**config.mk**
```make
export PLATFORM = sky130hd
export DESIGN_NAME = arith_seq
export DESIGN_NICKNAME = d
export VERILOG_FILES = /design/src/rtl/arith_seq_pkg.sv /design/src/rtl/arith_slice.sv /design/src/rtl/arith_seq.sv
export SDC_FILE = /design/constraint.sdc
export NUM_CORES = 1
export LEC_CHECK = 0
export BUFFER_PORTS_ARGS = -buffer_cell sky130_fd_sc_hd__buf_2
export CAP_MARGIN = 20
export CORE_ASPECT_RATIO = 1.2
export CORE_MARGIN = 10
export CORE_UTILIZATION = 49
export DETAILED_ROUTE_END_ITERATION = 10
export PLACE_DENSITY = 0.85
export SYNTH_ARGS = -nofsm -noshare
export SYNTH_HDL_FRONTEND = slang
export SYNTH_HIERARCHICAL = 1
export SYNTH_SLANG_ARGS = --single-unit
```
**constraint.sdc**
```tcl
create_clock -name clk -period 6.15 [get_ports clk]
set_clock_uncertainty 0.2 [all_clocks]
set_input_delay 0.3075 -clock clk [delete_from_list [all_inputs] [get_ports clk]]
set_output_delay 0.3075 -clock clk [all_outputs]
set_load 0.02 [all_outputs]
```
**src/rtl/arith_seq_pkg.sv**
```systemverilog
// Shared types and constants for the byte-serial add/subtract sequencer.
package arith_seq_pkg;

  localparam int NBYTES_DEFAULT = 4;
  localparam int BYTE_W         = 8;

  typedef enum logic [1:0] {
    IDLE = 2'd0,
    RUN  = 2'd1,
    DONE = 2'd2
  } state_t;

endpackage

```
**src/rtl/arith_slice.sv**
```systemverilog
// Combinational 8-bit add/subtract slice; reports the operand and sum sign bits
// actually seen by the adder so the caller can form signed overflow.
module arith_slice
  import arith_seq_pkg::*;
(
  input  logic [BYTE_W-1:0] a,
  input  logic [BYTE_W-1:0] b,
  input  logic              sub,
  input  logic              cin,
  output logic [BYTE_W-1:0] sum,
  output logic              cout,
  output logic              a_msb,
  output logic              b_msb,
  output logic              s_msb
);

  logic [BYTE_W-1:0] b_eff;

  assign b_eff        = sub ? ~b : b;
  assign {cout, sum}  = {1'b0, a} + {1'b0, b_eff} + {{BYTE_W{1'b0}}, cin};
  assign a_msb        = a[BYTE_W-1];
  assign b_msb        = b_eff[BYTE_W-1];
  assign s_msb        = sum[BYTE_W-1];

endmodule

```
**src/rtl/arith_seq.sv**
```systemverilog
// Wide add/subtract built from one 8-bit slice stepped LSB-first over NBYTES
// cycles, with the inter-byte carry held in a flop.
module arith_seq
  import arith_seq_pkg::*;
#(
  parameter int NBYTES = NBYTES_DEFAULT
) (
  input  logic                  clk,
  input  logic                  rst,
  input  logic                  start,
  input  logic                  sub,
  input  logic [BYTE_W*NBYTES-1:0] A,
  input  logic [BYTE_W*NBYTES-1:0] B,
  output logic                  busy,
  output logic                  done,
  output logic [BYTE_W*NBYTES-1:0] result,
  output logic                  cout,
  output logic                  ov
);

  localparam int W     = BYTE_W * NBYTES;
  localparam int IDX_W = $clog2(NBYTES);
  localparam logic [IDX_W-1:0] LAST_IDX = IDX_W'(NBYTES - 1);

  state_t           state, state_nxt;
  logic [IDX_W-1:0] idx;
  logic             carry;
  logic [W-1:0]     a_r, b_r;
  logic             sub_r;
  logic             load, last;

  logic [BYTE_W-1:0] s_sum;
  logic              s_cout, s_a_msb, s_b_msb, s_s_msb;

  assign load = start && (state == IDLE || state == DONE);
  assign last = (idx == LAST_IDX);
  assign busy = (state == RUN);
  assign done = (state == DONE);

  arith_slice u_slice (
    .a     (a_r[idx*BYTE_W +: BYTE_W]),
    .b     (b_r[idx*BYTE_W +: BYTE_W]),
    .sub   (sub_r),
    .cin   (carry),
    .sum   (s_sum),
    .cout  (s_cout),
    .a_msb (s_a_msb),
    .b_msb (s_b_msb),
    .s_msb (s_s_msb)
  );

  // NOTE: sequential state uses non-blocking assignments so every flop samples
  // pre-edge values, independent of statement order.
  always_ff @(posedge clk) begin
    if (rst) state <= IDLE;
    else     state <= state_nxt;
  end

  // NOTE: next state is defaulted first so no path leaves it unassigned,
  // which would otherwise infer a latch.
  always_comb begin
    state_nxt = state;
    unique case (state)
      IDLE:    if (start) state_nxt = RUN;
      RUN:     if (last)  state_nxt = DONE;
      DONE:    state_nxt = start ? RUN : IDLE;
      default: state_nxt = IDLE;
    endcase
  end

  // NOTE: operand registers are deliberately left out of reset; they are only
  // read in RUN, which is always entered through a capture.
  always_ff @(posedge clk) begin
    if (rst) begin
      idx    <= '0;
      carry  <= 1'b0;
      result <= '0;
      cout   <= 1'b0;
      ov     <= 1'b0;
    end else if (load) begin
      a_r   <= A;
      b_r   <= B;
      sub_r <= sub;
      carry <= sub;
      idx   <= '0;
    end else if (state == RUN) begin
      result[idx*BYTE_W +: BYTE_W] <= s_sum;
      carry <= s_cout;
      if (last) begin
        cout <= s_cout;
        ov   <= (~s_a_msb & ~s_b_msb & s_s_msb) | (s_a_msb & s_b_msb & ~s_s_msb);
      end else begin
        idx <= idx + 1'b1;
      end
    end
  end

endmodule

```
==> metrics.yaml, run 1 <==
run_status:
  status: "complete, no violations"
final_layout:
  ff_latch_area_um2: 2730
  nets: 522
  drive_above_1_share: 0.333
  multi_input_comb_area_um2: 1480
  layout.filler_cells: 584
  syn2layout_area_growth_pct: 34.4
  design_area_um2: 5790
  num_antenna_cells: 0
synthesis:
  netlist_instances: 267
  synth_sequential_area_ratio: 0.634
  synth.avg_cell_area_um2: 16.1
  synth.cell_area_um2: 4310
  area_leader_netlist: "edfxtp_1"
  synth-async-reset-ratio: 0
  number_of_enable_type_register_cells_in_the_synthesized_netlist: 65
  syn-num-nets: 350
  synth_largest_type_area_fraction: 0.453
  synth.lib_cells_used.distinct: 44
  synth_warnings: 6
  synth_top_cells_by_area: "edfxtp_1, dfxtp_1, a22o_1"
  yosys_register_bits: 104
  most_used_flip_flop_cell_after_synthesis: "edfxtp_1"
power_and_ir_drop:
  switching_fraction: 0.257
  cellPowerDensity_nw_per_um2: 250
  p_seq_frac: 0.539
  design_power_total_mw: 1.45
  internal-power_mw: 1.08
  leak_nw: 2.32
  p_switching_uw: 373
  power_frac_comb: 0.162
  clock_power_frac: 0.299
  worst_ir_drop_on_vdd_v: 0.000159
critical_path:
  cpLargestDelayFamily: "flip-flops"
  ff2ff_path_depth: 11
  worst-path-max-fanout: 14
  start_of_the_worst_register_to_register_path: "idx[0]"
  end_kind: "flip-flop"
  crit_path_arrival_time_ps: 4040
  slowest_delay_ps: 700
  worstPathCellList: "buf_4 -> mux4_2 -> xnor2_1 -> fa_1 -> nor2b_1 -> o211ai_1 -> a21boi_1 -> o22ai_1 -> xnor2_1 -> nor2b_1 -> a22o_1"
  reg2reg_slack_ps: 2230
  timing.critical_path.buf_inv: 1
  cp-start-kind: "flip-flop"
  crit_slowest_cell: "dfxtp_1"
  required_ps: 6270
  criticalPathCategory: "reg -> reg"
  r2r-end: "result[7]"
clocking:
  ctsLongestPathBuffers: 2
  cts-root-buf: "clkbuf_8"
  cts.sinks: 104
  clk_pin_slew_worst_paths_ps: 100
  post_cts_resize_count: 0
  post_cts.repair.setup_buffers: 0
  numCtsBuffers: 9
  insertion_delay_ps: 370
  cts-htree-levels: 3
  cts_hold_repair.buffers: 65
  tritoncts_clock_tree: "yes"
sta:
  finalMaxSlewViolations: 0
  setup_viol: 0
  grt_setup_unrepaired: "no"
  timing.setup.tns_ps: 0
  worst_slew_margin_rel: 0.467
  final-hold-violation-count: 0
  worst_pin_slew_ps: 800
  period_minus_slack_ps: 3920
  finalCritPeriodShare: 0.637
  max_clock_freq_ghz: 0.255
  hold_ws_ps: 139
flow_run:
  max-cap-violations: 0
detailed_routing:
  drc: 0
  drtIter0Drc: 109
  postRouteWirelength_um: 10400
  ant_nets: 0
  detail_route.vias_per_cell: 5.16
  wl_per_cell_um: 18.5
  via_count: 2894
  drt-pass1-iter-count: 4
global_routing:
  vias_in_the_first_global_route: 3097
  grt_usage: 0.168
  gr-total-overflow: 0
  grt_antenna_before_repair: 0
  grt_max_degree: 66
  wire_length_of_the_first_global_routing_pass_um: 17200
placement:
  hpwlAfterDp_um: 6840
  gp_routability_congestion: 0.837
  placed_area_um2: 4940
  io_buffer_count: 103
floorplanning:
  initial_core_util: 0.503
  core_region_area_um2: 8560
  row_count: 37
  die_width_um: 106
  io-pin-count: 104
  dieArea_um2: 13000
  die_height_um: 123
hold_path:
  hold_path.class: "in -> reg"
  timing.hold.worst_endpoint: "carry"
  timing.hold.worst_path_depth: 4
  worstHoldStart: "start"
[sequential cells by signal (all words and copies together) (netlist names)]
register	cells
carry	1
result	32
sub_r	1
idx	2
a_r	32
b_r	32
state	2
ov	1
cout	1
[stage by stage]
step	utilization	setup slack (ps)	instances
floorplan	-	2030	267
global placement	0.576	2360	480
detailed placement	0.576	2230	480
CTS	0.676	2200	561
global route	0.676	1850	561
finish	0.676	2230	561
[cell type report]
class	instances	share of cell area
clock buffer	10	0.0220
clock inverter	6	0.0132
inverter	10	0.00691
multi-input combinational	143	0.256
sequential	104	0.472
tap	117	0.0253
timing repair buffer	171	0.205
[per-layer routing]
| layer | vias up | GRT usage | wire (um) |
|---|---|---|---|
| met5 | - | 0 | 0 |
| met4 | 0 | 0.0653 | 204 |
| met3 | 15 | 0.0535 | 815 |
| met2 | 110 | 0.289 | 5250 |
| met1 | 1387 | 0.192 | 4110 |
| li1 | 1382 | - | - |
[worst reg2reg max path: cells and delay by family, from the launching register on]
family,cells,cell delay [ps]
xor+xnor,2,550
mux,1,560
compound gates,4,590
buf+inv,1,380
flops,1,700
fa+ha+maj,1,430
simple gates,2,450
[cell usage after synthesis, types with 2 or more instances]
cell type,n
a21oi_2,5
nand3b_1,2
mux4_2,10
buf_2,4
nand2_1,4
ha_1,13
edfxtp_1,65
o21a_1,3
a22o_1,32
buf_4,4
nor3_1,4
nor2b_1,5
fa_1,2
xor2_1,7
nor2_1,13
nand2b_1,2
xnor2_1,6
nand3_1,2
a21oi_1,6
nor4_4,3
dfxtp_1,39
mux4_1,6
inv_1,9
[placed cells by master (no fill, tap or decap), types with 2 or more instances in the layout]
cell	Yosys	layout
buf_2	4	103
edfxtp_1	65	65
xor2_1	7	7
ha_1	13	13
inv_6	0	2
buf_4	4	3
o21a_1	3	3
nor2_1	13	12
a21oi_1	6	6
a21oi_2	5	5
clkinv_4	0	2
nand2b_1	2	2
dfxtp_1	39	39
mux4_1	6	6
nand3_1	2	2
nand2_1	4	4
xnor2_1	6	6
nand3b_1	2	2
nor4_4	3	3
a22o_1	32	32
inv_1	9	9
dlygate4sd3_1	0	65
mux4_2	10	10
nor2b_1	5	5
nor3_1	4	4
fa_1	2	2
clkbuf_8	0	9
[worst max-delay path by stage]
stage	from	to	slack, ps	cells past startpoint
finish	idx[0]	result[7]	2230	11
global route	idx[0]	result[15]	1850	11
CTS	idx[0]	result[7]	2200	11
detailed placement	idx[0]	result[7]	2230	11
global placement	idx[0]	carry	2360	12
floorplan	rst	a_r[0]	2030	3
[cell families (layout without fill, tap and decap cells)]
| group | count (synthesis) | count (layout) | synth area share |
|---|---|---|---|
| compound gates | 55 | 55 | 0.104 |
| xor+xnor | 13 | 13 | 0.0264 |
| fa+ha+maj | 15 | 15 | 0.0470 |
| buf+inv | 20 | 197 | 0.0244 |
| flops | 104 | 104 | 0.634 |
| mux | 17 | 17 | 0.0911 |
| simple gates | 43 | 43 | 0.0734 |
[power by group through the flow]
stage	registers (mW)	clock network (mW)	logic [mW]
after floorplan	0.802	0	0.140
after global routing	0.786	0.476	0.259
after global placement	0.797	0	0.195
after CTS	0.783	0.438	0.233
final	0.782	0.434	0.235
after detailed placement	0.799	0	0.200
(Power assumes the default switching activity.)
==> run 2: changes to the inputs <==
ABC_AREA = 1   (was not set)
PLACE_DENSITY = 0.87   (was 0.85)
clock period = 3.6 ns   (was 6.15 ns; I/O delays follow)
==> metrics.yaml, run 2 <==
run_status:
  status: "complete, no violations"
final_layout:
  layout.filler_cells: 704
  drive_above_1_share: 0.206
  registers_with_the_most_flip_flops: "a_r: 32 flops, b_r: 32 flops, result: 32 flops"
  syn2layout_area_growth_pct: 32.8
  layout_common_cells: "buf_2, nand2_1, dlygate4sd3_1"
  nets: 724
  postLayoutCoreUtil: 0.668
  num_antenna_cells: 0
  final_common_cell: "buf_2"
  design_area_um2: 6070
global_routing:
  grt_max_degree: 66
  vias_in_the_first_global_route: 4072
  gr-total-overflow: 0
  grt_antenna_before_repair: 0
  wire_length_of_the_first_global_routing_pass_um: 19500
  grt_usage: 0.180
sta:
  max_clock_freq_ghz: 0.303
  period_minus_slack_ps: 3300
  setup_viol: 0
  finalMaxSlewViolations: 0
  worst_pin_slew_ps: 801
  finalCritPeriodShare: 0.916
  grt_setup_unrepaired: "no"
  worst_slew_margin_rel: 0.466
  timing.setup.tns_ps: 0
  hold_ws_ps: 34.7
  final-hold-violation-count: 0
critical_path:
  required_ps: 3720
  worst-path-max-fanout: 23
  slowest_delay_ps: 560
  criticalPathCategory: "reg -> reg"
  crit_slowest_cell: "dfxtp_1"
  ff2ff_path_depth: 17
  crit_path_arrival_time_ps: 3420
  cp-start-kind: "flip-flop"
  worstPathCellList: "buf_4 -> nor2_1 -> o22ai_1 -> inv_1 -> fa_1 -> fa_1 -> inv_1 -> nand3_1 -> nand3_1 -> nand2_1 -> nand2_1 -> inv_1 -> nor2_1 -> nand2_1 -> inv_1 -> nand2_1 -> a21oi_1"
  end_kind: "flip-flop"
detailed_routing:
  drt-pass1-iter-count: 5
  wl_per_cell_um: 15.9
  drc: 0
  ant_nets: 0
  detail_route.vias_per_cell: 5.03
  via_count: 3855
  drtIter0Drc: 229
  postRouteWirelength_um: 12200
floorplanning:
  die_height_um: 126
  core_region_area_um2: 9080
  die_width_um: 108
  dieArea_um2: 13600
  row_count: 38
  io-pin-count: 104
  initial_core_util: 0.503
synthesis:
  synth_sequential_area_ratio: 0.598
  number_of_enable_type_register_cells_in_the_synthesized_netlist: 65
  synth.avg_cell_area_um2: 9.63
  area_leader_netlist: "edfxtp_1"
  post_synth_most_frequent_cells: "nand2_1, edfxtp_1, nor2_1"
  synth_largest_type_area_fraction: 0.427
  yosys_register_bits: 104
  synth.lib_cells_used.distinct: 25
  synth-async-reset-ratio: 0
  synth_most_common_cell: "nand2_1"
  synth_top_cells_by_area: "edfxtp_1, dfxtp_1, nand2_1"
  syn-num-nets: 557
  synth.cell_area_um2: 4570
  synth_warnings: 6
  netlist_instances: 474
  most_used_flip_flop_cell_after_synthesis: "edfxtp_1"
clocking:
  insertion_delay_ps: 390
  ctsLongestPathBuffers: 2
  tritoncts_clock_tree: "yes"
  numCtsBuffers: 9
  cts.sinks: 104
  cts-htree-levels: 3
  cts-root-buf: "clkbuf_8"
  clk_pin_slew_worst_paths_ps: 110
power_and_ir_drop:
  design_power_total_mw: 2.58
  worst_ir_drop_on_vdd_v: 0.000283
  cellPowerDensity_nw_per_um2: 426
  leak_nw: 2.65
placement:
  hpwlAfterDp_um: 8120
  io_buffer_count: 103
  placed_area_um2: 5190
  gp_routability_congestion: 0.914
flow_run:
  max-cap-violations: 0
hold_path:
  timing.hold.worst_path_depth: 2
  hold_path.class: "in -> reg"
run 2: cell count changes after synthesis, sizes merged, moves of 16 or more:
cell	before	now
a21oi	11	33
a22o	32	0
inv	10	53
mux4	16	0
nand2	4	82
nor2	13	68
o21ai	2	52
run 2: repair_timing:
item / in CTS / in global routing
endpoints found under the hold margin: 69 / 0
hold buffers: 66 / 0
setup buffers: 0 / 0
gates resized for setup: 0 / 0
run 2: layout make-up:
| type | instances | area, um2 | area share |
|---|---|---|---|
| Clock buffer | 9 | 124 | 0.0204 |
| Timing Repair Buffer | 175 | 1220 | 0.201 |
| Inverter | 53 | 199 | 0.0328 |
| Multi-Input combinational cell | 298 | 1550 | 0.255 |
| Tap cell | 120 | 150 | 0.0247 |
| Sequential cell | 104 | 2730 | 0.450 |
| Clock inverter | 7 | 93.8 | 0.0155 |
run 2: cell families after synthesis:
family,after synthesis,share of synthesized area
simple gates,170,0.155
flops,104,0.598
compound gates,102,0.116
buf+inv,72,0.0647
fa+ha+maj,15,0.0444
xor+xnor,11,0.0211
run 2: critical path, delay by kind of cell (launching register included):
family | cells | cell delay (ps)
AOI/OAI and AO/OA | 2 | 290
buffers and inverters | 5 | 610
adders and majority gates | 2 | 900
DFF | 1 | 560
and+or+nand+nor | 8 | 660
run 2: report_power, final:
group | switching, mW | internal, mW | leakage, nW | total [mW]
sequential | 0.0218 | 1.32 | 0.919 | 1.34
combinational | 0.252 | 0.181 | 1.63 | 0.433
clock | 0.421 | 0.391 | 0.102 | 0.811
total | 0.694 | 1.89 | 2.65 | 2.58
run 2: layer usage:
metal | global-route usage | wire [um] | vias to the layer above
li1 | - | - | 1910
met1 | 0.185 | 4550 | 1806
met2 | 0.323 | 6500 | 127
met3 | 0.0577 | 1000 | 12
met4 | 0.0748 | 131 | 0
met5 | 0 | 0 | -
run 2: path summary, 6_finish.rpt:
check             from          to  slack, ps
min                rst   result[8]         30
max reg2reg     idx[0]  result[14]        300
max             idx[0]  result[14]        300
min reg2reg  result[9]   result[9]        270
run 2: per-stage QoR:
stage               setup WS, ps  std cells
floorplan                    616        474
global placement             569        684
detailed placement           393        684
CTS                          353        766
global route                54.0        766
finish                       301        766
==> run 3: changes to the inputs <==
MAX_ROUTING_LAYER = met4   (was not set)
REMOVE_ABC_BUFFERS = 1   (was not set)
==> metrics.yaml, run 3 (synthesis gave the netlist of run 2 again) <==
placement:
  io_buffer_count: 103
  pre_cts_ws_ps: 524
  gp_routability_congestion: 0.868
  place.detailed.instances: 686
  placed_area_um2: 5200
  hpwlAfterDp_um: 8050
sta:
  setup_viol: 0
  finalCritPeriodShare: 0.878
  finalMaxSlewViolations: 0
  period_minus_slack_ps: 3160
  grt_setup_unrepaired: "no"
  worst_pin_slew_ps: 501
  fin_ws_ps: 437
  max_clock_freq_ghz: 0.316
  final-hold-violation-count: 0
  worst_slew_margin_rel: 0.665
global_routing:
  gr-total-overflow: 0
  vias_in_the_first_global_route: 4060
  grt_antenna_before_repair: 0
  wire_length_of_the_first_global_routing_pass_um: 19900
  grt_usage: 0.187
  grt_max_degree: 41
flow_run:
  max-cap-violations: 0
detailed_routing:
  drt-pass1-iter-count: 5
  ant_nets: 0
  wl_per_cell_um: 16.0
  via_count: 3928
  postRouteWirelength_um: 12300
  drtIter0Drc: 267
  drc: 0
  detail_route.vias_per_cell: 5.11
critical_path:
  end_kind: "flip-flop"
  required_ps: 3690
  cpLargestDelayFamily: "adder cells"
  crit_slowest_cell: "fa_1"
  worstPathCellList: "inv_1 -> o21ai_0 -> o22ai_1 -> xnor2_1 -> fa_1 -> fa_1 -> inv_1 -> nand3_1 -> nand3_1 -> nand2_1 -> nand2_1 -> inv_1 -> nor2_1 -> nand2_1 -> inv_1 -> nand2_1 -> a21oi_1"
  worst-path-max-fanout: 15
  timing.critical_path.buf_inv: 4
  crit_path_arrival_time_ps: 3260
  cp-start-kind: "flip-flop"
  slowest_delay_ps: 430
  criticalPathCategory: "reg -> reg"
clocking:
  cts-root-buf: "clkbuf_8"
  ctsLongestPathBuffers: 2
  post_cts_resize_count: 0
  insertion_delay_ps: 380
  tritoncts_clock_tree: "yes"
  clk_pin_slew_worst_paths_ps: 100
  numCtsBuffers: 9
  cts-htree-levels: 3
  cts.sinks: 104
final_layout:
  syn2layout_area_growth_pct: 32.8
  number_of_cells_in_the_finished_layout_apart_from_fillers: 768
  registers_with_the_most_flip_flops: "a_r: 32 flops, b_r: 32 flops, result: 32 flops"
  num_antenna_cells: 0
  design_area_um2: 6060
  layout_common_cells: "buf_2, nand2_1, dlygate4sd3_1"
  nets: 726
  final_common_cell: "buf_2"
  postLayoutCoreUtil: 0.668
  drive_above_1_share: 0.207
floorplanning:
  initial_core_util: 0.503
  dieArea_um2: 13600
  die_width_um: 108
  io-pin-count: 104
  core_region_area_um2: 9080
  die_height_um: 126
  row_count: 38
power_and_ir_drop:
  design_power_total_mw: 2.50
  worst_ir_drop_on_vdd_v: 0.000278
  cellPowerDensity_nw_per_um2: 413
  leak_nw: 2.66
run_status:
  status: "complete, no violations"
hold_path:
  hold_path.class: "in -> reg"
## run 3: cell types whose count changed in the layout (fill, tap and decap cells not counted), sizes merged
cell / delta
bufinv: -2
clkbuf: +3
inv: +2
clkinvlp: -2
clkinv: -1
buf: +2
## run 3: per-stage QoR
stage | TNS [ps] | hold slack (ps)
3_5_place_dp | 0 | 158
2_1_floorplan | -21670 | 49.1
3_3_place_gp | 0 | 157
5_1_grt | 0 | 65.5
4_1_cts | 0 | 48.9
6_report | 0 | 66.2
## run 3: worst paths after layout
| check | startpoint | slack [ps] | cells past startpoint | to |
|---|---|---|---|---|
| worst min register to register | result[21] | 270 | 2 | result[21] |
| worst max register to register | idx[1] | 440 | 17 | result[14] |
| worst min-delay path | rst | 70 | 2 | result[31] |
| worst max-delay path | idx[1] | 440 | 17 | result[14] |
## run 3: worst reg2reg max path, delay by kind of cell (launching register included)
family / cells / cell delay, ps
DFF: 1 / 330
and+or+nand+nor: 7 / 610
adders and majority gates: 2 / 850
AOI/OAI and AO/OA: 3 / 480
buffers and inverters: 4 / 520
xor gates and xnor gates: 1 / 100
## run 3: what timing repair did
action | in CTS | in global routing
hold buffers | 66 | 0
hold endpoints to repair | 66 | 0
setup endpoints to repair | 0 | 0
setup buffers | 0 | 0
## run 3: metal layers
metal,global-route usage,part of all wire,up-vias
met5,-,0,-
li1,-,-,1915
met2,0.328,0.52,169
met3,0.0480,0.081,23
met1,0.194,0.38,1821
met4,0.0724,0.021,0
## run 3: layout make-up
cell class                      count  area [um2]
Fill cell                         692        3020
Tap cell                          120         150
Clock buffer                       12         166
Sequential cell                   104        2730
Timing Repair Buffer              177        1240
Clock inverter                      4        33.8
Inverter                           53         199
Multi-Input combinational cell    298        1550
## run 3: power by group
group          total [mW]  switching [mW]  internal, mW
Combinational       0.442           0.260         0.182
Sequential           1.33          0.0190          1.32
Clock               0.726           0.406         0.321
Total                2.50           0.684          1.82
